## config.mk

```make
export PLATFORM = sky130hd
export DESIGN_NAME = instr_fetch_unit
export DESIGN_NICKNAME = d
export VERILOG_FILES = /design/src/rtl/instr_fetch_unit.sv
export SDC_FILE = /design/constraint.sdc
export NUM_CORES = 1
export LEC_CHECK = 0
export BUFFER_PORTS_ARGS = -buffer_cell sky130_fd_sc_hd__buf_2
export CAP_MARGIN = 20
export CORE_ASPECT_RATIO = 2
export CORE_MARGIN = 10
export CORE_UTILIZATION = 47
export DETAILED_ROUTE_END_ITERATION = 8
export PLACE_DENSITY = 0.82
export SETUP_SLACK_MARGIN = 0.2
export SLEW_MARGIN = 10
export SYNTH_ARGS = -nofsm -noshare
export SYNTH_HDL_FRONTEND = slang
export SYNTH_SLANG_ARGS = --single-unit
```

## constraint.sdc

```tcl
create_clock -name clk -period 2.4 [get_ports clk]
set_clock_uncertainty 0.2 [all_clocks]
set_input_delay 0.48 -clock clk [delete_from_list [all_inputs] [get_ports clk]]
set_output_delay 0.48 -clock clk [all_outputs]
set_load 0.01 [all_outputs]
```

## src/rtl/instr_fetch_unit.sv

```systemverilog
// Fetch stage: owns the PC, drives the ROM address, absorbs the 1-cycle ROM
// latency and hands {pc, instr} to decode over a valid/ready handshake.
module instr_fetch_unit #(
  parameter logic [31:0] RESET_PC = 32'h0000_0000,
  parameter int unsigned ADDR_W   = 14
) (
  input  logic              clk,
  input  logic              rst_n,
  output logic [ADDR_W-1:0] o_rom_addr,
  input  logic [31:0]       i_rom_data,
  output logic              o_valid,
  input  logic              i_ready,
  output logic [31:0]       o_instr,
  output logic [31:0]       o_pc,
  input  logic              i_redirect,
  input  logic [31:0]       i_redirect_pc,
  output logic              o_fault,
  output logic [31:0]       o_fetch_cnt
);

  localparam logic [1:0] ST_REQ   = 2'd0;
  localparam logic [1:0] ST_CAPT  = 2'd1;
  localparam logic [1:0] ST_HOLD  = 2'd2;
  localparam logic [1:0] ST_FAULT = 2'd3;

  logic [1:0]  state_q, state_d;
  logic [31:0] pc_q, pc_d;
  logic        valid_q, valid_d;
  logic [31:0] instr_q, instr_d;
  logic [31:0] opc_q, opc_d;
  logic        fault_q, fault_d;
  logic [31:0] cnt_q, cnt_d;
  logic        pc_bad;

  // Misaligned or above the ROM's addressable range.
  assign pc_bad = (pc_q[1:0] != 2'b00) || ((pc_q >> ADDR_W) != 32'd0);

  // Next-state and datapath updates; redirect overrides everything but the count.
  always_comb begin
    state_d = state_q;
    pc_d    = pc_q;
    valid_d = valid_q;
    instr_d = instr_q;
    opc_d   = opc_q;
    fault_d = fault_q;
    cnt_d   = cnt_q;
    case (state_q)
      ST_REQ: begin
        if (pc_bad) begin
          state_d = ST_FAULT;
          fault_d = 1'b1;
        end else begin
          state_d = ST_CAPT;
        end
      end
      ST_CAPT: begin
        instr_d = i_rom_data;
        opc_d   = pc_q;
        valid_d = 1'b1;
        state_d = ST_HOLD;
      end
      ST_HOLD: begin
        if (valid_q && i_ready) begin
          cnt_d   = cnt_q + 32'd1;
          pc_d    = pc_q + 32'd4;
          valid_d = 1'b0;
          state_d = ST_REQ;
        end
      end
      default: begin
        state_d = ST_FAULT;
      end
    endcase
    if (i_redirect) begin
      pc_d    = i_redirect_pc;
      valid_d = 1'b0;
      fault_d = 1'b0;
      instr_d = instr_q;
      opc_d   = opc_q;
      state_d = ST_REQ;
    end
  end

  always_ff @(posedge clk or negedge rst_n) begin
    if (!rst_n) begin
      state_q <= ST_REQ;
      pc_q    <= RESET_PC;
      valid_q <= 1'b0;
      instr_q <= 32'd0;
      opc_q   <= RESET_PC;
      fault_q <= 1'b0;
      cnt_q   <= 32'd0;
    end else begin
      state_q <= state_d;
      pc_q    <= pc_d;
      valid_q <= valid_d;
      instr_q <= instr_d;
      opc_q   <= opc_d;
      fault_q <= fault_d;
      cnt_q   <= cnt_d;
    end
  end

  assign o_rom_addr  = pc_q[ADDR_W-1:0];
  assign o_valid     = valid_q;
  assign o_instr     = instr_q;
  assign o_pc        = opc_q;
  assign o_fault     = fault_q;
  assign o_fetch_cnt = cnt_q;

endmodule

```

==> results.json, run 1 <==
{
  "ir_drop_mv": 0.797,
  "hold_path_end": "o_instr[0]",
  "grt_pass1_vias": 5700,
  "synth_area_leaders": "dfrtp_1 (55%), nand2_1 (13%), xnor2_1 (5.2%)",
  "clock_path_buffers": 2,
  "relSlewSlack": 0.640,
  "p_leak_nw": 4.01,
  "comb_power_share": 0.275,
  "netlist.area_leader.share": 0.547,
  "fin_area_sq_mm": 0.00791,
  "initial_core_util": 0.478,
  "synth_ff_type": "dfrtp_1",
  "crit_path_end_kind": "register",
  "ant_nets": 0,
  "grt_usage": 0.192,
  "seq_area_frac_synth": 0.547,
  "synthesis.area_sq_mm": 0.00604,
  "synth-async-reset-ratio": 1.00,
  "die_area_sq_mm": 0.0181,
  "drive_gt1_frac": 0.314,
  "rrSetupSlack_ns": 0.27,
  "worstReg2RegStart": "state_q[0]",
  "ys_warn_count": 0,
  "finalHoldViolCount": 0,
  "clk_pin_slew_ns": 0.06,
  "ys_ff_latch": 132,
  "overflow": 0,
  "drt_first_pass_iters": 5,
  "startpoint": "state_q[0]",
  "critPathMaxFanout": 7,
  "p_per_area_mw_per_mm2": 987,
  "vias_per_cell": 5.35,
  "cp_slowest_cell": "or4_4",
  "rows": 58,
  "numPortBuffers": 179,
  "p_int_mw": 5.19,
  "fmax_mhz": 469,
  "fin_nets": 915,
  "antenna_found_initial": 1,
  "worstHoldPathCells": 3,
  "crit_chain": "inv_2, ha_4, nand4_4, or4_4, buf_4, o311ai_0, nand3_1",
  "routed_wl_mm": 17.3,
  "crit_required_ns": 2.47,
  "core-area_sq_mm": 0.0126,
  "dp_hpwl_mm": 13.0,
  "final-setup-viol-count": 0,
  "die_y_microns": 180,
  "hold_class": "in -> reg",
  "ios": 180,
  "synth_fp_nets": 722,
  "reg2reg_to": "pc_q[18]",
  "synth_edf_count": 0,
  "cts_tree": "yes",
  "drcViolationCount": 0,
  "register_area_sq_mm": 0.00330,
  "synthCells": 648,
  "yosysMostFrequentCell": "nand2_1",
  "synth_area_per_cell_sq_um": 9.32,
  "num-fill-cells": 1080,
  "gp_congestion": 0.892,
  "worst_pin_slew_ns": 0.540,
  "grt_max_degree": 56,
  "drt_iter0_markers": 404,
  "place_area_sq_mm": 0.00722,
  "cts.sinks": 132,
  "min_period_ns": 2.13,
  "hp-start": "i_rom_data[0]",
  "multi_input_area_sq_mm": 0.00251,
  "wl_per_cell_microns": 17.2,
  "synth_top_area_cell": "dfrtp_1",
  "clockRootBuffer": "clkbuf_16",
  "rsz0062_at_grt": "no",
  "ys_types": 40,
  "start_kind": "register",
  "die_w_microns": 100,
  "clkLatencyLatePin_ns": 0.41,
  "synth_top_cells_by_count": "nand2_1 (213), dfrtp_1 (132), xnor2_1 (36)",
  "finalCritPeriodShare": 0.889,
  "p_sw_frac": 0.335,
  "report.final.slew_viol_count": 0,
  "sequentialPowerShare": 0.405,
  "critical_path_class": "reg -> reg",
  "cts_max_level": 4,
  "drv_cap": 0,
  "critPathMaxStageDelay_ns": 0.49,
  "worstPathArrival_ns": 2.21,
  "area_delta_synth_final_pct": 30.8,
  "grt_pass1_wl_mm": 28.2,
  "switchingPower_mw": 2.62,
  "tns_ns": 0,
  "via_count": 5378,
  "reg2regPathDepth": 7,
  "status": "finished, final reports clean",
  "clkPwrFrac": 0.321,
  "cts_buffers": 17
}
[logic make-up (layout without fill, tap and decap cells)]
family	count (synthesis)	count (layout)	share of synthesized area
xor gates and xnor gates	42	42	0.0609
AOI/OAI and AO/OA	59	59	0.0617
adders and majority gates	6	6	0.0124
other	0	1	0
buffers and inverters	60	266	0.0480
and+or+nand+nor	346	346	0.265
DFF	132	132	0.547
muxes	3	3	0.00538
[cells in the final DEF, fill, tap and decap left out, types with 3 or more instances in the layout]
master	instances
and3_1	11
nor4_1	12
nor3_1	5
o21ai_0	22
and2_1	3
clkbuf_16	17
nand4b_1	3
nand4_1	25
buf_4	33
o31ai_1	9
inv_1	13
and4_1	4
clkinvlp_4	6
nand2_1	211
nand3_1	21
o41ai_1	3
inv_6	3
ha_1	4
buf_12	5
xor2_1	6
or4_1	11
a31oi_1	15
xnor2_1	36
buf_2	178
dfrtp_1	132
nor2_1	25
[area by class of cell]
type                       instances  share of cell area
antenna                            1            0.000317
clock buffer                      19              0.0573
clock inverter                    13              0.0157
inverter                          15             0.00712
multi-input combinational        456               0.317
sequential                       132               0.418
tap                              150              0.0237
timing repair buffer             219               0.161
[registers in the layout, summed over array words and instances, names as in the netlist]
name / cells
o_instr: 32
o_fetch_cnt: 32
pc_q: 32
o_valid: 1
o_pc: 32
o_fault: 1
state_q: 2
[worst max-delay path by stage]
stage | endpoint | cells past startpoint
finish | pc_q[18] | 7
global route | o_fetch_cnt[28] | 8
CTS | pc_q[20] | 7
detailed placement | pc_q[26] | 6
global placement | pc_q[28] | 6
floorplan | pc_q[24] | 7
[stage by stage]
step	util	hold slack, ns	std cells	worst slack (ns)	power, mW
after detailed placement	0.571	0.256	963	0.150	5.34
after global routing	0.626	0.0500	1005	0.200	8.30
final	0.626	0.0513	1005	0.266	7.80
after floorplan	-	-0.0156	648	0.216	4.30
after CTS	0.624	0.0434	1004	0.181	7.89
after global placement	0.571	0.252	963	0.194	5.25
[per-layer routing]
| layer | wire length, microns | vias to the layer above | GRT usage |
|---|---|---|---|
| met2 | 8970 | 195 | 0.332 |
| met4 | 792 | 0 | 0.109 |
| li1 | - | 2582 | - |
| met3 | 1050 | 49 | 0.0530 |
| met5 | 0 | - | 0 |
| met1 | 6480 | 2552 | 0.199 |
[worst max-delay path: cells and delay by family, from the launching register on]
kind	cells	cell delay, ns
AND/OR/NAND/NOR	3	0.70
AO/OA/AOI/OAI	1	0.29
adder cells (fa/ha/maj)	1	0.16
buffers and inverters	2	0.25
flip-flops	1	0.39
[power by group through the flow]
| stage | clock, mW | combinational [mW] | sequential [mW] |
|---|---|---|---|
| global route | 2.65 | 2.42 | 3.24 |
| global placement | 0 | 2.07 | 3.17 |
| finish | 2.50 | 2.14 | 3.16 |
| detailed placement | 0 | 2.13 | 3.21 |
| floorplan | 0 | 0.840 | 3.46 |
| CTS | 2.54 | 2.19 | 3.16 |
[what timing repair did]
item / in CTS / in global routing
buffers inserted: 8 / 0
setup endpoints to repair: 9 / 15
pin swaps: 11 / 1
gates resized for setup: 6 / 6
hold buffers: 1 / 0
hold endpoints to repair: 53 / 0
Note: power is estimated with default switching activity, not from simulation.
==> run 2: changes to the inputs <==
--- a/config.mk
+++ b/config.mk
@@ -11,7 +11,7 @@
 export CORE_MARGIN = 10
 export CORE_UTILIZATION = 47
 export DETAILED_ROUTE_END_ITERATION = 8
-export PLACE_DENSITY = 0.82
+export PLACE_DENSITY_LB_ADDON = 0.3
 export SETUP_SLACK_MARGIN = 0.2
 export SLEW_MARGIN = 10
 export SYNTH_ARGS = -nofsm -noshare
==> results.json, run 2 (synthesis results as in run 1) <==
{
  "crit_path_end_kind": "register",
  "fmax_mhz": 443,
  "vias_per_cell": 5.39,
  "register_area_sq_mm": 0.00331,
  "routed_wl_mm": 18.1,
  "cp_slowest_cell": "or4_4",
  "p_per_area_mw_per_mm2": 1030,
  "die_area_sq_mm": 0.0181,
  "crit_chain": "inv_2, ha_4, nand4_4, or4_4, buf_6, or4_1, a31oi_1",
  "status": "finished, final reports clean",
  "num-fill-cells": 1077,
  "die_y_microns": 180,
  "whs_ns": 0.0545,
  "startpoint": "state_q[0]",
  "mostFrequentLayoutCell": "nand2_1",
  "cts_buffers": 17,
  "critical_path_class": "reg -> reg",
  "fin_area_sq_mm": 0.00799,
  "ir_drop_mv": 0.643,
  "wl_per_cell_microns": 18.1,
  "rows": 58,
  "p_leak_nw": 4.05,
  "crit_buf_inv": 2,
  "drcViolationCount": 0,
  "rsz0062_at_grt": "yes",
  "critical_path.top_delay_family": "simple AND/OR/NAND/NOR gates",
  "grt_usage": 0.201,
  "dp.cells": 960,
  "grt_pass1_wl_mm": 29.5,
  "antenna_found_initial": 0,
  "rrSetupSlack_ns": 0.14,
  "drive_gt1_frac": 0.318,
  "multi_input_area_sq_mm": 0.00252,
  "fin_nets": 913,
  "critPathMaxStageDelay_ns": 0.49,
  "clkLatencyLatePin_ns": 0.41,
  "clk_pin_slew_ns": 0.06,
  "layout_common_cells": "nand2_1 (211), buf_2 (178), dfrtp_1 (129), xnor2_1 (36), buf_4 (31)",
  "clock_path_buffers": 2,
  "area_delta_synth_final_pct": 32.2,
  "cts.sinks": 132,
  "place_area_sq_mm": 0.00719,
  "finalCritPeriodShare": 0.941,
  "ant_nets": 0,
  "hold_class": "in -> reg",
  "relSlewSlack": 0.672,
  "overflow": 0,
  "layoutNonFillerInstCount": 1002,
  "ios": 180,
  "crit_required_ns": 2.53,
  "hp-start": "i_rom_data[31]",
  "worstReg2RegStart": "state_q[0]",
  "grt_pass1_vias": 5666,
  "initial_core_util": 0.478,
  "dp_hpwl_mm": 13.2,
  "die_w_microns": 100,
  "finalHoldViolCount": 0,
  "final-setup-viol-count": 0,
  "min_period_ns": 2.26,
  "core-area_sq_mm": 0.0126,
  "worstPathArrival_ns": 2.39,
  "clockRootBuffer": "clkbuf_16",
  "via_count": 5403,
  "cts_max_level": 4,
  "tns_ns": 0,
  "antenna_cells": 0,
  "grt_max_degree": 74,
  "gp_congestion": 0.853,
  "start_kind": "register",
  "drv_cap": 0,
  "cts_tree": "yes",
  "worst_pin_slew_ns": 0.493,
  "critPathMaxFanout": 5,
  "numPortBuffers": 179,
  "drt_iter0_markers": 284,
  "drt_first_pass_iters": 5,
  "report.final.slew_viol_count": 0
}
-- run 2: final timing paths --
check	end	cells past startpoint
worst min-delay path	o_instr[31]	3
worst max-delay path	pc_q[24]	7
worst min register to register	o_instr[6]	2
min in group asynchronous	o_instr[0]	2
max in group asynchronous	pc_q[9]	3
worst max register to register	pc_q[24]	7
-- run 2: area by class of cell --
type                            instances  area share
Sequential cell                       132       0.414
Multi-Input combinational cell        456       0.316
Timing Repair Buffer                  217       0.157
Clock buffer                           18      0.0537
Clock inverter                         14      0.0280
Tap cell                              150      0.0235
Inverter                               15     0.00705
-- run 2: repair_timing --
item | in CTS | in global routing
hold buffers | 1 | 0
hold endpoints to repair | 48 | 0
endpoints found under the setup margin | 6 | 17
resized for setup | 6 | 11
setup buffers | 8 | 1
pin swaps | 8 | 7
-- run 2: worst reg2reg max path, delay by kind of cell, from the launching register on --
kind / cells / cell delay (ns)
adder cells (fa/ha/maj): 1 / 0.15
buffers and inverters: 2 / 0.25
AND/OR/NAND/NOR: 3 / 1.00
flip-flops: 1 / 0.39
AO/OA/AOI/OAI: 1 / 0.19
-- run 2: per-stage QoR --
stage	utilization	power, mW	setup slack (ns)
final	0.632	8.20	0.141
after global routing	0.632	8.73	0.0883
after CTS	0.628	8.28	0.0799
after detailed placement	0.570	5.35	0.0835
after global placement	0.570	5.26	0.173
after floorplan	-	4.30	0.216
-- run 2: routing by layer --
metal  track usage  share of wire  wire [microns]  up-vias
li1              -              -               -     2570
met1         0.217           0.38            6900     2572
met2         0.348           0.52            9410      223
met3        0.0599          0.070            1260       38
met4        0.0886          0.029             534        0
met5             0              0               0        -
-- run 2: power breakdown --
group          leakage (nW)  switching, mW  internal [mW]
Combinational          2.07           1.27          0.863
Sequential             1.67          0.371           2.82
Clock                 0.316           1.02           1.86
